--- src/rtl/multicycle_control_pkg.sv ---
// rtl/multicycle_control_pkg.sv - shared encodings for the multicycle RISC-V control FSM
package multicycle_control_pkg;

  typedef enum logic [3:0] {
    ST_IDLE      = 4'd0,
    ST_FETCH     = 4'd1,
    ST_DECODE    = 4'd2,
    ST_EXEC_R    = 4'd3,
    ST_EXEC_I    = 4'd4,
    ST_LUI       = 4'd5,
    ST_ALU_WB    = 4'd6,
    ST_MEM_ADDR  = 4'd7,
    ST_MEM_READ  = 4'd8,
    ST_MEM_WB    = 4'd9,
    ST_MEM_WRITE = 4'd10,
    ST_BRANCH    = 4'd11,
    ST_JAL       = 4'd12,
    ST_TRAP      = 4'd13
  } state_e;

  // Which ALU-decode flavour applies to the instruction in IR
  typedef enum logic [1:0] {
    CLS_NONE = 2'd0,
    CLS_R    = 2'd1,
    CLS_I    = 2'd2
  } op_class_e;

  localparam logic [6:0] OPC_OP     = 7'b0110011;
  localparam logic [6:0] OPC_OP_IMM = 7'b0010011;
  localparam logic [6:0] OPC_LOAD   = 7'b0000011;
  localparam logic [6:0] OPC_STORE  = 7'b0100011;
  localparam logic [6:0] OPC_BRANCH = 7'b1100011;
  localparam logic [6:0] OPC_JAL    = 7'b1101111;
  localparam logic [6:0] OPC_LUI    = 7'b0110111;

  localparam logic [3:0] ALU_ADD    = 4'd0;
  localparam logic [3:0] ALU_SUB    = 4'd1;
  localparam logic [3:0] ALU_AND    = 4'd2;
  localparam logic [3:0] ALU_OR     = 4'd3;
  localparam logic [3:0] ALU_XOR    = 4'd4;
  localparam logic [3:0] ALU_SLT    = 4'd5;
  localparam logic [3:0] ALU_SLL    = 4'd6;
  localparam logic [3:0] ALU_SRL    = 4'd7;
  localparam logic [3:0] ALU_SRA    = 4'd8;
  localparam logic [3:0] ALU_PASS_B = 4'd9;

  localparam logic [1:0] SRCA_PC     = 2'd0;
  localparam logic [1:0] SRCA_OLD_PC = 2'd1;
  localparam logic [1:0] SRCA_RS1    = 2'd2;
  localparam logic [1:0] SRCB_RS2    = 2'd0;
  localparam logic [1:0] SRCB_IMM    = 2'd1;
  localparam logic [1:0] SRCB_FOUR   = 2'd2;
  localparam logic [1:0] RES_ALU_OUT = 2'd0;
  localparam logic [1:0] RES_MEM     = 2'd1;
  localparam logic [1:0] RES_ALU     = 2'd2;

  localparam logic [1:0] TRAP_NONE    = 2'd0;
  localparam logic [1:0] TRAP_ILLEGAL = 2'd1;
  localparam logic [1:0] TRAP_TIMEOUT = 2'd2;

  function automatic op_class_e op_class(input logic [6:0] opcode);
    case (opcode)
      OPC_OP:     return CLS_R;
      OPC_OP_IMM: return CLS_I;
      default:    return CLS_NONE;
    endcase
  endfunction

endpackage

--- src/rtl/multicycle_control_alu_decoder.sv ---
// rtl/multicycle_control_alu_decoder.sv - funct3/funct7_5 to alu_ctrl with illegal-encoding flag
module multicycle_control_alu_decoder
  import multicycle_control_pkg::*;
(
  input  op_class_e  op_class_i,
  input  logic [2:0] funct3_i,
  input  logic       funct7_5_i,
  output logic [3:0] alu_ctrl_o,
  output logic       illegal_o
);

  // Map the arithmetic encodings; SUB only exists for register-register ops
  always_comb begin
    alu_ctrl_o = ALU_ADD;
    illegal_o  = 1'b0;
    if (op_class_i != CLS_NONE) begin
      case (funct3_i)
        3'b000:  alu_ctrl_o = (op_class_i == CLS_R && funct7_5_i) ? ALU_SUB : ALU_ADD;
        3'b111:  alu_ctrl_o = ALU_AND;
        3'b110:  alu_ctrl_o = ALU_OR;
        3'b100:  alu_ctrl_o = ALU_XOR;
        3'b010:  alu_ctrl_o = ALU_SLT;
        3'b001:  alu_ctrl_o = ALU_SLL;
        3'b101:  alu_ctrl_o = funct7_5_i ? ALU_SRA : ALU_SRL;
        default: illegal_o  = 1'b1;
      endcase
    end
  end

endmodule

--- src/rtl/multicycle_control.sv ---
// rtl/multicycle_control.sv - multicycle RISC-V control FSM with memory watchdog (perf counters: CTRL_PERF_COUNTERS_EN)
module multicycle_control
  import multicycle_control_pkg::*;
#(
  parameter int unsigned MEM_TIMEOUT = 255
`ifdef CTRL_PERF_COUNTERS_EN
  , parameter int unsigned CNT_W = 32
`endif
) (
  input  logic       clock_i,
  input  logic       reset_ni,
  input  logic [6:0] opcode_i,
  input  logic [2:0] funct3_i,
  input  logic       funct7_5_i,
  input  logic       zero_i,
  input  logic       mem_ready_i,
  output logic       mem_req_o,
  output logic       mem_we_o,
  output logic       adr_src_o,
  output logic       ir_write_o,
  output logic       pc_write_o,
  output logic       reg_write_o,
  output logic [1:0] alu_src_a_o,
  output logic [1:0] alu_src_b_o,
  output logic [1:0] result_src_o,
  output logic [3:0] alu_ctrl_o,
  output logic       halted_o,
  output logic [1:0] trap_cause_o
`ifdef CTRL_PERF_COUNTERS_EN
  , output logic [CNT_W-1:0] cycle_count_o
  , output logic [CNT_W-1:0] instr_retired_o
`endif
);

  localparam int WAIT_W = (MEM_TIMEOUT > 1) ? $clog2(MEM_TIMEOUT) : 1;
  localparam logic [WAIT_W-1:0] WAIT_LIMIT = (MEM_TIMEOUT > 0) ? WAIT_W'(MEM_TIMEOUT - 1) : '0;

  state_e            state_q, state_d;
  logic [1:0]        cause_q, cause_d;
  logic [WAIT_W-1:0] wait_q, wait_d;
  logic [3:0]        dec_alu;
  logic              dec_illegal;
  logic              timeout;

  multicycle_control_alu_decoder u_alu_dec (
    .op_class_i (op_class(opcode_i)),
    .funct3_i   (funct3_i),
    .funct7_5_i (funct7_5_i),
    .alu_ctrl_o (dec_alu),
    .illegal_o  (dec_illegal)
  );

  // Datapath controls are a function of the current state, gated by ready/zero where needed
  always_comb begin
    mem_req_o    = 1'b0;
    mem_we_o     = 1'b0;
    adr_src_o    = 1'b0;
    ir_write_o   = 1'b0;
    pc_write_o   = 1'b0;
    reg_write_o  = 1'b0;
    alu_src_a_o  = SRCA_PC;
    alu_src_b_o  = SRCB_RS2;
    result_src_o = RES_ALU_OUT;
    alu_ctrl_o   = ALU_ADD;
    halted_o     = 1'b0;
    case (state_q)
      ST_FETCH: begin
        mem_req_o = 1'b1;
        if (mem_ready_i) begin
          ir_write_o   = 1'b1;
          pc_write_o   = 1'b1;
          alu_src_b_o  = SRCB_FOUR;
          result_src_o = RES_ALU;
        end
      end
      ST_DECODE:   begin alu_src_a_o = SRCA_OLD_PC; alu_src_b_o = SRCB_IMM; end
      ST_EXEC_R:   begin alu_src_a_o = SRCA_RS1; alu_ctrl_o = dec_alu; end
      ST_EXEC_I:   begin alu_src_a_o = SRCA_RS1; alu_src_b_o = SRCB_IMM; alu_ctrl_o = dec_alu; end
      ST_LUI:      begin alu_src_b_o = SRCB_IMM; alu_ctrl_o = ALU_PASS_B; end
      ST_ALU_WB:   reg_write_o = 1'b1;
      ST_MEM_ADDR: begin alu_src_a_o = SRCA_RS1; alu_src_b_o = SRCB_IMM; end
      ST_MEM_READ: begin mem_req_o = 1'b1; adr_src_o = 1'b1; end
      ST_MEM_WB:   begin result_src_o = RES_MEM; reg_write_o = 1'b1; end
      ST_MEM_WRITE: begin mem_req_o = 1'b1; mem_we_o = 1'b1; adr_src_o = 1'b1; end
      ST_BRANCH: begin
        alu_src_a_o = SRCA_RS1;
        alu_ctrl_o  = ALU_SUB;
        pc_write_o  = (funct3_i == 3'b000 && zero_i) || (funct3_i == 3'b001 && !zero_i);
      end
      ST_JAL:      begin alu_src_a_o = SRCA_OLD_PC; alu_src_b_o = SRCB_FOUR; pc_write_o = 1'b1; end
      ST_TRAP:     halted_o = 1'b1;
      default: ;
    endcase
  end

  assign trap_cause_o = cause_q;

  // Sequencing; a completing memory access takes priority over the watchdog
  always_comb begin
    state_d = state_q;
    cause_d = cause_q;
    timeout = (MEM_TIMEOUT != 0) && mem_req_o && !mem_ready_i && (wait_q == WAIT_LIMIT);
    case (state_q)
      ST_IDLE:  state_d = ST_FETCH;
      ST_FETCH: begin
        if (mem_ready_i)  state_d = ST_DECODE;
        else if (timeout) begin state_d = ST_TRAP; cause_d = TRAP_TIMEOUT; end
      end
      ST_DECODE: begin
        case (opcode_i)
          OPC_OP:     state_d = ST_EXEC_R;
          OPC_OP_IMM: state_d = ST_EXEC_I;
          OPC_LOAD, OPC_STORE: state_d = ST_MEM_ADDR;
          OPC_BRANCH: state_d = ST_BRANCH;
          OPC_JAL:    state_d = ST_JAL;
          OPC_LUI:    state_d = ST_LUI;
          default:    state_d = ST_TRAP;
        endcase
        if (state_d == ST_TRAP || dec_illegal) begin
          state_d = ST_TRAP;
          cause_d = TRAP_ILLEGAL;
        end
      end
      ST_EXEC_R, ST_EXEC_I, ST_LUI, ST_JAL: state_d = ST_ALU_WB;
      ST_ALU_WB, ST_MEM_WB: state_d = ST_FETCH;
      ST_MEM_ADDR: state_d = (opcode_i == OPC_LOAD) ? ST_MEM_READ : ST_MEM_WRITE;
      ST_MEM_READ, ST_MEM_WRITE: begin
        if (mem_ready_i)  state_d = (state_q == ST_MEM_READ) ? ST_MEM_WB : ST_FETCH;
        else if (timeout) begin state_d = ST_TRAP; cause_d = TRAP_TIMEOUT; end
      end
      ST_BRANCH: begin
        if (funct3_i == 3'b000 || funct3_i == 3'b001) state_d = ST_FETCH;
        else begin state_d = ST_TRAP; cause_d = TRAP_ILLEGAL; end
      end
      ST_TRAP: state_d = ST_TRAP;
      default: state_d = ST_IDLE;
    endcase
    if (state_d != state_q || mem_ready_i) wait_d = '0;
    else if (mem_req_o)                     wait_d = wait_q + WAIT_W'(1);
    else                                    wait_d = wait_q;
  end

  // State, trap cause and watchdog registers
  always_ff @(posedge clock_i or negedge reset_ni) begin
    if (!reset_ni) begin
      state_q <= ST_IDLE;
      cause_q <= TRAP_NONE;
      wait_q  <= '0;
    end else begin
      state_q <= state_d;
      cause_q <= cause_d;
      wait_q  <= wait_d;
    end
  end

`ifdef CTRL_PERF_COUNTERS_EN
  logic retire;
  assign retire = (state_d == ST_FETCH) &&
                  (state_q inside {ST_ALU_WB, ST_MEM_WB, ST_MEM_WRITE, ST_BRANCH});

  // Active-cycle and retired-instruction counters, frozen while idle or trapped
  always_ff @(posedge clock_i or negedge reset_ni) begin
    if (!reset_ni) begin
      cycle_count_o   <= '0;
      instr_retired_o <= '0;
    end else begin
      if (state_q != ST_IDLE && state_q != ST_TRAP) cycle_count_o <= cycle_count_o + CNT_W'(1);
      if (retire) instr_retired_o <= instr_retired_o + CNT_W'(1);
    end
  end
`endif

endmodule

--- config.mk ---
export PLATFORM = sky130hd
export DESIGN_NAME = multicycle_control
export DESIGN_NICKNAME = d
export VERILOG_FILES = /design/src/rtl/multicycle_control_pkg.sv /design/src/rtl/multicycle_control_alu_decoder.sv /design/src/rtl/multicycle_control.sv
export SDC_FILE = /design/constraint.sdc
export NUM_CORES = 1
export LEC_CHECK = 0
export CAP_MARGIN = 20
export CORE_MARGIN = 2
export CORE_UTILIZATION = 35
export DETAILED_ROUTE_END_ITERATION = 8
export GPL_ROUTABILITY_DRIVEN = 0
export PLACE_DENSITY = 0.6
export SYNTH_ARGS = -nofsm -noshare
export SYNTH_HDL_FRONTEND = slang
export SYNTH_SLANG_ARGS = --single-unit
--- constraint.sdc ---
create_clock -name clock_i -period 4.48 [get_ports clock_i]
set_input_delay 0.448 -clock clock_i [delete_from_list [all_inputs] [get_ports clock_i]]
set_output_delay 0.448 -clock clock_i [all_outputs]
set_load 0.005 [all_outputs]
==> impl_metrics.ini <==
[run_status]
status = completed

[floorplan]
core_area_um2 = 4384
dieWidth_um = 71.46
die_area_um2 = 5107
start_util_pct = 36.33
rows = 24
chipHeight_um = 71.46
io_pins = 34

[sta]
setup_viol = 0
period_needed_ps = 3089
fmax_mhz = 323.8
fin_crit_sh_pct = 68.94
tns_ps = 0
hold_viol = 0
skew_ps = 3.378
maxSlewHeadroom_pct = 46.70
worst_pin_slew_ps = 779.4
whs_ps = 496.6
slew_violations = 0
rsz0062_at_grt = no

[global_routing]
grt_start_max_net_pins = 22
grt-ovfl-total = 0
grt_pass1_wl_um = 6210
antenna_found_initial = 0
track_usage_pct = 14.72
first_global_vias = 1314

[final_layout]
final_cells = 279
final_common_cell = clkdlybuf4s50_1
final_nets = 248
syn2layout_area_growth_pct = 22.70
post-route-util_pct = 44.58
multi_input_area_um2 = 1130
nFillCells = 462
diodes = 0
seq_area_um2 = 350.3
drive_gt1_share_pct = 8.370
final_cell_mix = clkdlybuf4s50_1, nand2_1, nor2_1, nor3_1, dfrtp_1
fin_area_um2 = 1954

[pwr]
p_sw_share_pct = 47.28
vdd_drop_max_mv = 0.2516
pwr-share-comb_pct = 63.6
power.net_switching_w = 0.0004454
power.leakage_nw = 0.7406
power_density_nw_per_um2 = 482.0
internal_power_w = 0.0004966
clockPowerShare_pct = 10.7
pwr-share-seq_pct = 25.6

[clock_tree]
htree_levels = 1
clkLatencyLatePin_ps = 240
clockBufferDepth = 2
cts_tree = built
path_clk_slew_ps = 60
ctsRootBufferMaster = clkbuf_8
holdBufCountCts = 0
cts_resized = 0
post-cts-setup-buffers = 0
clkSinkCount = 14
cts_buffers = 3

[critical_path]
worstSetupEndpointType = output pin
critPathRequiredTime_ps = 4030
worstPathCellList = clkdlybuf4s50_1, and4bb_1, nand3b_1, nor3_1, o21ai_0, a21oi_1, clkdlybuf4s50_1
slowest_delay_ps = 530
startpoint_type = primary input
cp_max_fo = 8
worst_ep_arrival_time_ps = 2640
critPathMostFrequentCell = clkdlybuf4s50_1
cp_slowest_cell = clkdlybuf4s50_1
reg2reg_depth = 6
path_class = in -> out

[drt]
wl_met3_um = 165
drtIter0Drc = 90
post_drt_wl_per_cell_um = 13.60
drt-met1-wl_um = 1972
drc_errors = 0
antenna_left = 0
via_count = 1558
first_pass_iters = 4
vias_per_cell = 5.584
wl_met2_um = 1641
wl_um = 3795
top_layer = met4

[synth]
synthFlopType = dfrtp_1
yosysTopAreaCell = dfrtp_1
synth_edf_count = 0
synth_top_area_share_pct = 22.00
synthesis.nets = 224
async_flop_share_pct = 100.0
ys_types = 59
netlist_instances = 205
yosys_warnings = 0
ys_seq_area_share_pct = 22.00
synthTopCellsByArea = dfrtp_1, nand2_1, nor3_1
synth_area_um2 = 1593
postSynthAreaPerCell_um2 = 7.770
synth-seq-cells = 14

[run]
max-cap-violations = 0

[worst_hold_path]
hold_depth = 1
hold_path_class = reg -> reg

[place]
dpl_cell_area_um2 = 1913
hpwl_um = 2888
numPlacedInstances = 276
portBuffers = 33
-- layout make-up --
class,instances,share of cell area [%]
inverter,10,1.921
tap,52,3.329
multi-input combinational,167,57.81
clock buffer,3,2.113
timing repair buffer,33,16.90
sequential,14,17.93
-- critical path: cells and delay by family --
| family | cells | cell delay, ps |
|---|---|---|
| compound gates | 2 | 270 |
| simple gates | 3 | 860 |
| buf+inv | 2 | 1050 |
-- routing by layer --
metal	GRT usage, %	vias up
met2	21.40	40
met1	23.09	720
met3	1.688	2
met5	0	-
li1	-	796
met4	3.354	0
-- stage by stage --
step | total power [W] | worst slack (ps)
after global routing | 0.001018 | 1123
after detailed placement | 0.0008408 | 1404
after CTS | 0.0009454 | 1405
final | 0.0009420 | 1391
after global placement | 0.0008433 | 1466
after floorplan | 0.0006478 | 2464
-- synth_stat cells, drive strengths merged (3+ instances only) --
master,number
o21ai,6
nand2b,8
nand3,7
o31ai,3
dfrtp,14
a211oi,3
buf,10
a21oi,12
nor3,17
a31oi,3
or3b,4
o211ai,3
clkbuf,4
xor2,7
inv,10
nand4,5
xnor2,4
nor2,20
ha,4
nand2,22
-- sequential cells by signal (all words and copies together) (netlist names) --
signal        cells
trap_cause_o      2
state_q           4
wait_q            8
-- power by group through the flow --
stage,registers (W),logic [W],clock network [W]
final,0.000241,0.000600,0.000101
after global routing,0.000252,0.000656,0.000110
after CTS,0.000239,0.000601,0.000105
after detailed placement,0.000241,0.000600,0
after global placement,0.000243,0.000600,0
after floorplan,0.000168,0.000480,0
-- path summary, 6_finish.rpt --
kind	slack, ps	end	startpoint
hold / removal	500	trap_cause_o[0]	trap_cause_o[0]
max in group asynchronous	3490	wait_q[5]	reset_ni
setup / recovery	1390	alu_ctrl_o[3]	opcode_i[3]
setup reg to reg	2040	wait_q[4]	state_q[0]
hold reg to reg	500	trap_cause_o[0]	trap_cause_o[0]
min in group asynchronous	590	state_q[3]	reset_ni
-- kinds of logic (layout without fill, tap and decap cells) --
group | after synthesis | after routing | share of synthesized area (%)
AND/OR/NAND/NOR | 99 | 99 | 34.17
AO/OA/AOI/OAI | 52 | 52 | 26.94
adder cells (fa/ha/maj) | 4 | 4 | 3.142
flip-flops | 14 | 14 | 22.00
multiplexers | 1 | 1 | 0.6285
XOR/XNOR | 11 | 11 | 6.049
buffers and inverters | 24 | 46 | 7.069
Note: power is estimated with default switching activity, not from simulation.
